`src/rtl/p23_divider_unit.sv`:
```
// RV32M divide/remainder unit: radix-2 restoring divider, one quotient bit per cycle,
// single-cycle divide-by-zero and signed-overflow paths. Optional macro: DIV_EARLY_OUT_EN.
module p23_divider_unit #(
    parameter int WIDTH = 32,
    parameter int CNT_W = $clog2(WIDTH) + 1
) (
    input  logic             clk,
    input  logic             resetn,
    input  logic             div_valid,
    input  logic [1:0]       DIVop,
    input  logic [WIDTH-1:0] dividend,
    input  logic [WIDTH-1:0] divisor,
    output logic [WIDTH-1:0] div_result,
    output logic             div_ready,
    output logic             div_busy
);

    typedef enum logic [1:0] {
        IDLE = 2'd0,
        CALC = 2'd1,
        DONE = 2'd2
    } state_t;

    localparam logic [WIDTH-1:0] ZERO  = {WIDTH{1'b0}};
    localparam logic [WIDTH-1:0] ONES  = {WIDTH{1'b1}};
    localparam logic [WIDTH-1:0] S_MIN = {1'b1, {(WIDTH-1){1'b0}}};
    localparam logic [WIDTH-1:0] ONE   = {{(WIDTH-1){1'b0}}, 1'b1};

    function automatic logic [WIDTH-1:0] neg_val(input logic [WIDTH-1:0] v);
        return (~v) + ONE;
    endfunction

    function automatic logic [WIDTH-1:0] abs_val(input logic [WIDTH-1:0] v, input logic is_signed);
        if (is_signed && v[WIDTH-1]) begin
            return neg_val(v);
        end else begin
            return v;
        end
    endfunction

    state_t             state_q, state_d;
    logic [CNT_W-1:0]   cnt_q, cnt_d;
    logic [WIDTH-1:0]   quo_q, quo_d;
    logic [WIDTH-1:0]   rem_q, rem_d;
    logic [WIDTH-1:0]   dvs_q, dvs_d;
    logic [1:0]         op_q, op_d;
    logic               neg_quo_q, neg_quo_d;
    logic               neg_rem_q, neg_rem_d;
    logic [WIDTH-1:0]   result_q, result_d;
    logic               ready_q, ready_d;
    logic               busy_q, busy_d;

    logic               op_signed_s;
    logic [WIDTH-1:0]   abs_a_s, abs_b_s;
    logic               div_zero_s, ovf_s, early_s;
    logic [WIDTH:0]     shifted_s, trial_s;

    assign op_signed_s = ~DIVop[0];
    assign abs_a_s     = abs_val(dividend, op_signed_s);
    assign abs_b_s     = abs_val(divisor, op_signed_s);
    assign div_zero_s  = (divisor == ZERO);
    assign ovf_s       = op_signed_s && (dividend == S_MIN) && (divisor == ONES);
`ifdef DIV_EARLY_OUT_EN
    assign early_s     = (abs_b_s > abs_a_s);
`else
    assign early_s     = 1'b0;
`endif

    assign shifted_s = {rem_q, quo_q[WIDTH-1]};
    assign trial_s   = shifted_s - {1'b0, dvs_q};

    // Next-state, datapath and output-register logic.
    always_comb begin
        state_d   = state_q;
        cnt_d     = cnt_q;
        quo_d     = quo_q;
        rem_d     = rem_q;
        dvs_d     = dvs_q;
        op_d      = op_q;
        neg_quo_d = neg_quo_q;
        neg_rem_d = neg_rem_q;
        result_d  = result_q;
        ready_d   = 1'b0;
        case (state_q)
            IDLE: begin
                // ready_q marks the handshake cycle where the initiator still holds div_valid.
                if (div_valid && !ready_q) begin
                    op_d      = DIVop;
                    dvs_d     = abs_b_s;
                    neg_quo_d = 1'b0;
                    neg_rem_d = 1'b0;
                    if (div_zero_s) begin
                        quo_d   = ONES;
                        rem_d   = dividend;
                        state_d = DONE;
                    end else if (ovf_s) begin
                        quo_d   = S_MIN;
                        rem_d   = ZERO;
                        state_d = DONE;
                    end else if (early_s) begin
                        quo_d   = ZERO;
                        rem_d   = dividend;
                        state_d = DONE;
                    end else begin
                        quo_d     = abs_a_s;
                        rem_d     = ZERO;
                        cnt_d     = CNT_W'(WIDTH);
                        neg_quo_d = op_signed_s && (dividend[WIDTH-1] ^ divisor[WIDTH-1]);
                        neg_rem_d = op_signed_s && dividend[WIDTH-1];
                        state_d   = CALC;
                    end
                end else begin
                    state_d = IDLE;
                end
            end
            CALC: begin
                if (!trial_s[WIDTH]) begin
                    rem_d = trial_s[WIDTH-1:0];
                    quo_d = {quo_q[WIDTH-2:0], 1'b1};
                end else begin
                    rem_d = shifted_s[WIDTH-1:0];
                    quo_d = {quo_q[WIDTH-2:0], 1'b0};
                end
                cnt_d = cnt_q - CNT_W'(1);
                if (cnt_q == CNT_W'(1)) begin
                    state_d = DONE;
                end else begin
                    state_d = CALC;
                end
            end
            DONE: begin
                if (op_q[1]) begin
                    result_d = neg_rem_q ? neg_val(rem_q) : rem_q;
                end else begin
                    result_d = neg_quo_q ? neg_val(quo_q) : quo_q;
                end
                ready_d = 1'b1;
                state_d = IDLE;
            end
            default: begin
                state_d = IDLE;
            end
        endcase
        busy_d = (state_d != IDLE);
    end

    // State and datapath registers with asynchronous active-low reset.
    always_ff @(posedge clk or negedge resetn) begin
        if (!resetn) begin
            state_q   <= IDLE;
            cnt_q     <= {CNT_W{1'b0}};
            quo_q     <= ZERO;
            rem_q     <= ZERO;
            dvs_q     <= ZERO;
            op_q      <= 2'b00;
            neg_quo_q <= 1'b0;
            neg_rem_q <= 1'b0;
            result_q  <= ZERO;
            ready_q   <= 1'b0;
            busy_q    <= 1'b0;
        end else begin
            state_q   <= state_d;
            cnt_q     <= cnt_d;
            quo_q     <= quo_d;
            rem_q     <= rem_d;
            dvs_q     <= dvs_d;
            op_q      <= op_d;
            neg_quo_q <= neg_quo_d;
            neg_rem_q <= neg_rem_d;
            result_q  <= result_d;
            ready_q   <= ready_d;
            busy_q    <= busy_d;
        end
    end

    assign div_result = result_q;
    assign div_ready  = ready_q;
    assign div_busy   = busy_q;

endmodule

```
`config.mk`:
```
export PLATFORM = sky130hd
export DESIGN_NAME = p23_divider_unit
export DESIGN_NICKNAME = d
export VERILOG_FILES = /design/src/rtl/p23_divider_unit.sv
export SDC_FILE = /design/constraint.sdc
export NUM_CORES = 1
export LEC_CHECK = 0
export CORE_AREA = 10 10 232 179
export DETAILED_ROUTE_END_ITERATION = 10
export DIE_AREA = 0 0 242 189
export GPL_TIMING_DRIVEN = 1
export SYNTH_ARGS = -nofsm -noshare
export SYNTH_HDL_FRONTEND = slang
export SYNTH_SLANG_ARGS = --single-unit
```
`constraint.sdc`:
```
create_clock -name clk -period 4.35 [get_ports clk]
set_input_delay 0.435 -clock clk [delete_from_list [all_inputs] [get_ports clk]]
set_output_delay 0.435 -clock clk [all_outputs]
set_load 0.02 [all_outputs]
```
==> metrics.json <==
{
  "timing": {
    "slew_viol_final": 0,
    "worst_clock_skew_ns": 0.0128,
    "fin_worst_hold_slack_ns": 0.0584,
    "period_minus_slack_ns": 3.76,
    "max_freq_ghz": 0.266,
    "setup_viol": 0,
    "max_slew.worst_pin.slew_ns": 1.13,
    "setup_total_negative_slack_ns": 0,
    "timing.max_slew.rel_slack": 0.245,
    "timing.final.crit_share": 0.865,
    "grt_setup_unrepaired": "no",
    "hold_viol": 0
  },
  "clock_tree": {
    "clock_transition_at_the_register_clock_pins_on_the_worst_setup_and_hold_paths_after_cts_ns": 0.06,
    "cts-hold-fix-buffers": 0,
    "htree_levels": 4,
    "cts_buffer_depth": 2,
    "cts_tree": "done",
    "skew_pair_late_insertion_delay_ns": 0.44,
    "cts_setup_buffers": 0,
    "cts_sinks": 141,
    "cts-resized-gates": 0,
    "tritoncts.num_buffers": 17,
    "cts_root_buffer": "sky130_fd_sc_hd__clkbuf_16"
  },
  "worst_setup_path": {
    "worst-setup-path-type": "reg2reg",
    "setup.worst_path.start_class": "flop",
    "crit_path_end_kind": "flop",
    "worstPathCellList": "or3_1 > or4_4 > or4_4 > or3_4 > o41ai_2 > xnor2_1 > nor3_1 > a21oi_1 > o21ai_0",
    "worst_path_largest_cell_delay_ns": 0.58,
    "crit_path_frequent_cell": "sky130_fd_sc_hd__or4_4",
    "cp.required_ns": 4.66,
    "critical_path_arrival_ns": 4.07,
    "crit_fanout": 5,
    "critPathSlowestCell": "sky130_fd_sc_hd__o41ai_2"
  },
  "logic_synthesis": {
    "postSynth.topFlopCell": "sky130_fd_sc_hd__dfrtp_1",
    "synth_simple_gate_area_share": 0.207,
    "post_synth_mux_area_share": 0.0148,
    "synth_compound_area_frac": 0.242,
    "syn-mean-instance-area_um2": 7.95,
    "yosys.cell_types.count": 68,
    "synth_async_sr_flop_share": 1.00,
    "cell_area_synth_um2": 10900,
    "synth.net_count": 1479,
    "yosys_warnings": 0,
    "largest_family_of_logic_cells_by_synthesized_area": "compound AO/OA/AOI/OAI gates",
    "post_synth_fa_ha_maj_area_fraction": 0.0466,
    "synth_edf_count": 0,
    "largest_area_contributor_in_the_netlist": "sky130_fd_sc_hd__dfrtp_1",
    "post_synthesis_sequential_area_ratio": 0.324,
    "portion_of_synthesized_cell_area_occupied_by_the_leading_cell_type": 0.324,
    "yosys_register_bits": 141,
    "netlist_top_cells_area": "sky130_fd_sc_hd__dfrtp_1 (32%), sky130_fd_sc_hd__o21ai_0 (8.3%), sky130_fd_sc_hd__xnor2_1 (6.3%)",
    "yosys.area_share.xor_xnor": 0.116,
    "syn_inst": 1370
  },
  "global_routing": {
    "globalRoute.totalOverflow": 0,
    "first_global_vias": 10200,
    "grt_first_pass_wirelength_um": 57400,
    "global_route.usage.total": 0.155,
    "grt_max_degree": 85,
    "initial_antenna_violation_count": 0
  },
  "routing": {
    "detail_route.wl_per_cell_um": 18.6,
    "dr.first_iter.drc_count": 726,
    "iteration_count_of_the_initial_detailed_routing_pass": 5,
    "vias_per_cell": 5.39,
    "drc": 0,
    "via_count": 10600,
    "route.antenna.remaining_nets": 0,
    "aggregate_routed_wire_length_um": 36400
  },
  "die": {
    "height_of_the_die_um": 189,
    "die_width_um": 242,
    "num_rows": 61,
    "overall_die_area_um2": 45700,
    "io-pin-count": 103,
    "floorplan.initialDensity": 0.296,
    "core-area_um2": 36800
  },
  "layout": {
    "commonest_non_fill_non_tap_cell_in_the_layout": "sky130_fd_sc_hd__o21ai_0",
    "layout.nets": 1553,
    "layout_common_cells": "sky130_fd_sc_hd__o21ai_0 (181), sky130_fd_sc_hd__nand2_1 (176), sky130_fd_sc_hd__dfrtp_1 (141), sky130_fd_sc_hd__a21oi_1 (117), sky130_fd_sc_hd__clkdlybuf4s50_1 (101)",
    "antennaDiodeCount": 0,
    "drive_gt1_frac": 0.0679,
    "instances_no_fill": 1961,
    "syn_to_layout_area_delta_pct": 20.3
  },
  "status": {
    "result_of_the_run": "complete, no violations"
  },
  "placement": {
    "buffers_on_ports": 102,
    "place_inst": 1929,
    "finalWeightedCongestion": 0.860,
    "detailedPlacementHpwl_um": 27700
  },
  "power_and_ir_drop": {
    "fin_total_pwr_mw": 11.1,
    "power_per_cell_area_nw_per_um2": 846,
    "leakage_nw": 5.28,
    "vdd_drop_max_mv": 0.424
  },
  "flow_run": {
    "maxCapViolations": 0
  },
  "worst_hold_path": {
    "worst_hold_path_type": "in2async"
  }
}
[sequential cells by signal, indices dropped and copies added, names as in the netlist]
name	cells
neg_rem_q	1
quo_q	32
div_result	32
state_q	2
op_q	1
neg_quo_q	1
div_busy	1
rem_q	32
cnt_q	6
dvs_q	32
div_ready	1
[metrics by stage]
step | util | area (um^2) | setup slack [ns]
6_report | 0.356 | 13100 | 0.586
5_1_grt | 0.356 | 13100 | 0.514
4_1_cts | 0.356 | 13100 | 0.688
3_5_place_dp | 0.338 | 12400 | 0.509
3_3_place_gp | 0.338 | 12400 | 0.610
2_1_floorplan | - | 10900 | 1.21
[cells by family (layout without fill, tap and decap cells)]
| group | Yosys count | in the layout |
|---|---|---|
| mux | 16 | 16 |
| fa+ha+maj | 40 | 40 |
| flops | 141 | 141 |
| xor+xnor | 144 | 144 |
| compound gates | 443 | 443 |
| buf+inv | 129 | 216 |
| simple gates | 457 | 457 |
[final cells by class]
cell class              count  area [um^2]
inverters                  53          199
clock buffers              24          512
fillers                  3855        23700
well taps                 504          631
flip-flops and latches    141         3530
clock inverters             8          150
multi-input cells        1100         6830
repair buffers            131         1250
[critical path, delay by kind of cell (launching register included)]
kind / cells / cell delay (ns)
and+or+nand+nor: 5 / 2.00
AOI/OAI and AO/OA: 3 / 0.83
DFF: 1 / 0.43
xor gates and xnor gates: 1 / 0.36
[Yosys cell counts, drive strengths merged (15+ instances only)]
cell,count
dfrtp,141
nor3,28
mux2i,15
a21oi,117
and3,19
nand2,176
inv,53
or3,24
or4,17
o41ai,16
nor2,90
o31ai,27
ha,39
clkbuf,66
xor2,66
o22ai,23
nor4,24
o21ai,183
xnor2,78
[metal layers]
| metal | routed length [um] | part of all wire | GRT usage | vias to the layer above |
|---|---|---|---|---|
| li1 | - | - | - | 5080 |
| met4 | 643 | 0.018 | 0.0425 | 0 |
| met3 | 2040 | 0.056 | 0.0293 | 40 |
| met2 | 16800 | 0.46 | 0.249 | 348 |
| met5 | 0 | 0 | 0 | - |
| met1 | 16900 | 0.46 | 0.209 | 5108 |
[final timing paths]
kind                       startpoint             end  slack [ns]  depth (start not counted)
max                          quo_q[9]  div_result[31]        0.59                          9
max in group asynchronous      resetn  div_result[20]        3.26                          2
min                            resetn        dvs_q[2]        0.06                          1
min reg2reg                 dvs_q[28]       dvs_q[28]        0.48                          2
min in group clk            dvs_q[28]       dvs_q[28]        0.48                          2
max reg2reg                  quo_q[9]  div_result[31]        0.59                          9
[report_power, final]
| part | switching [mW] | internal [mW] | total, mW | leakage (nW) |
|---|---|---|---|---|
| combinational | 3.87 | 2.82 | 6.70 | 3.17 |
| clock | 0.620 | 1.06 | 1.68 | 0.323 |
| sequential | 0.822 | 1.90 | 2.72 | 1.78 |
| total | 5.32 | 5.77 | 11.1 | 5.28 |
No activity file was read; power rests on OpenSTA's default activity.
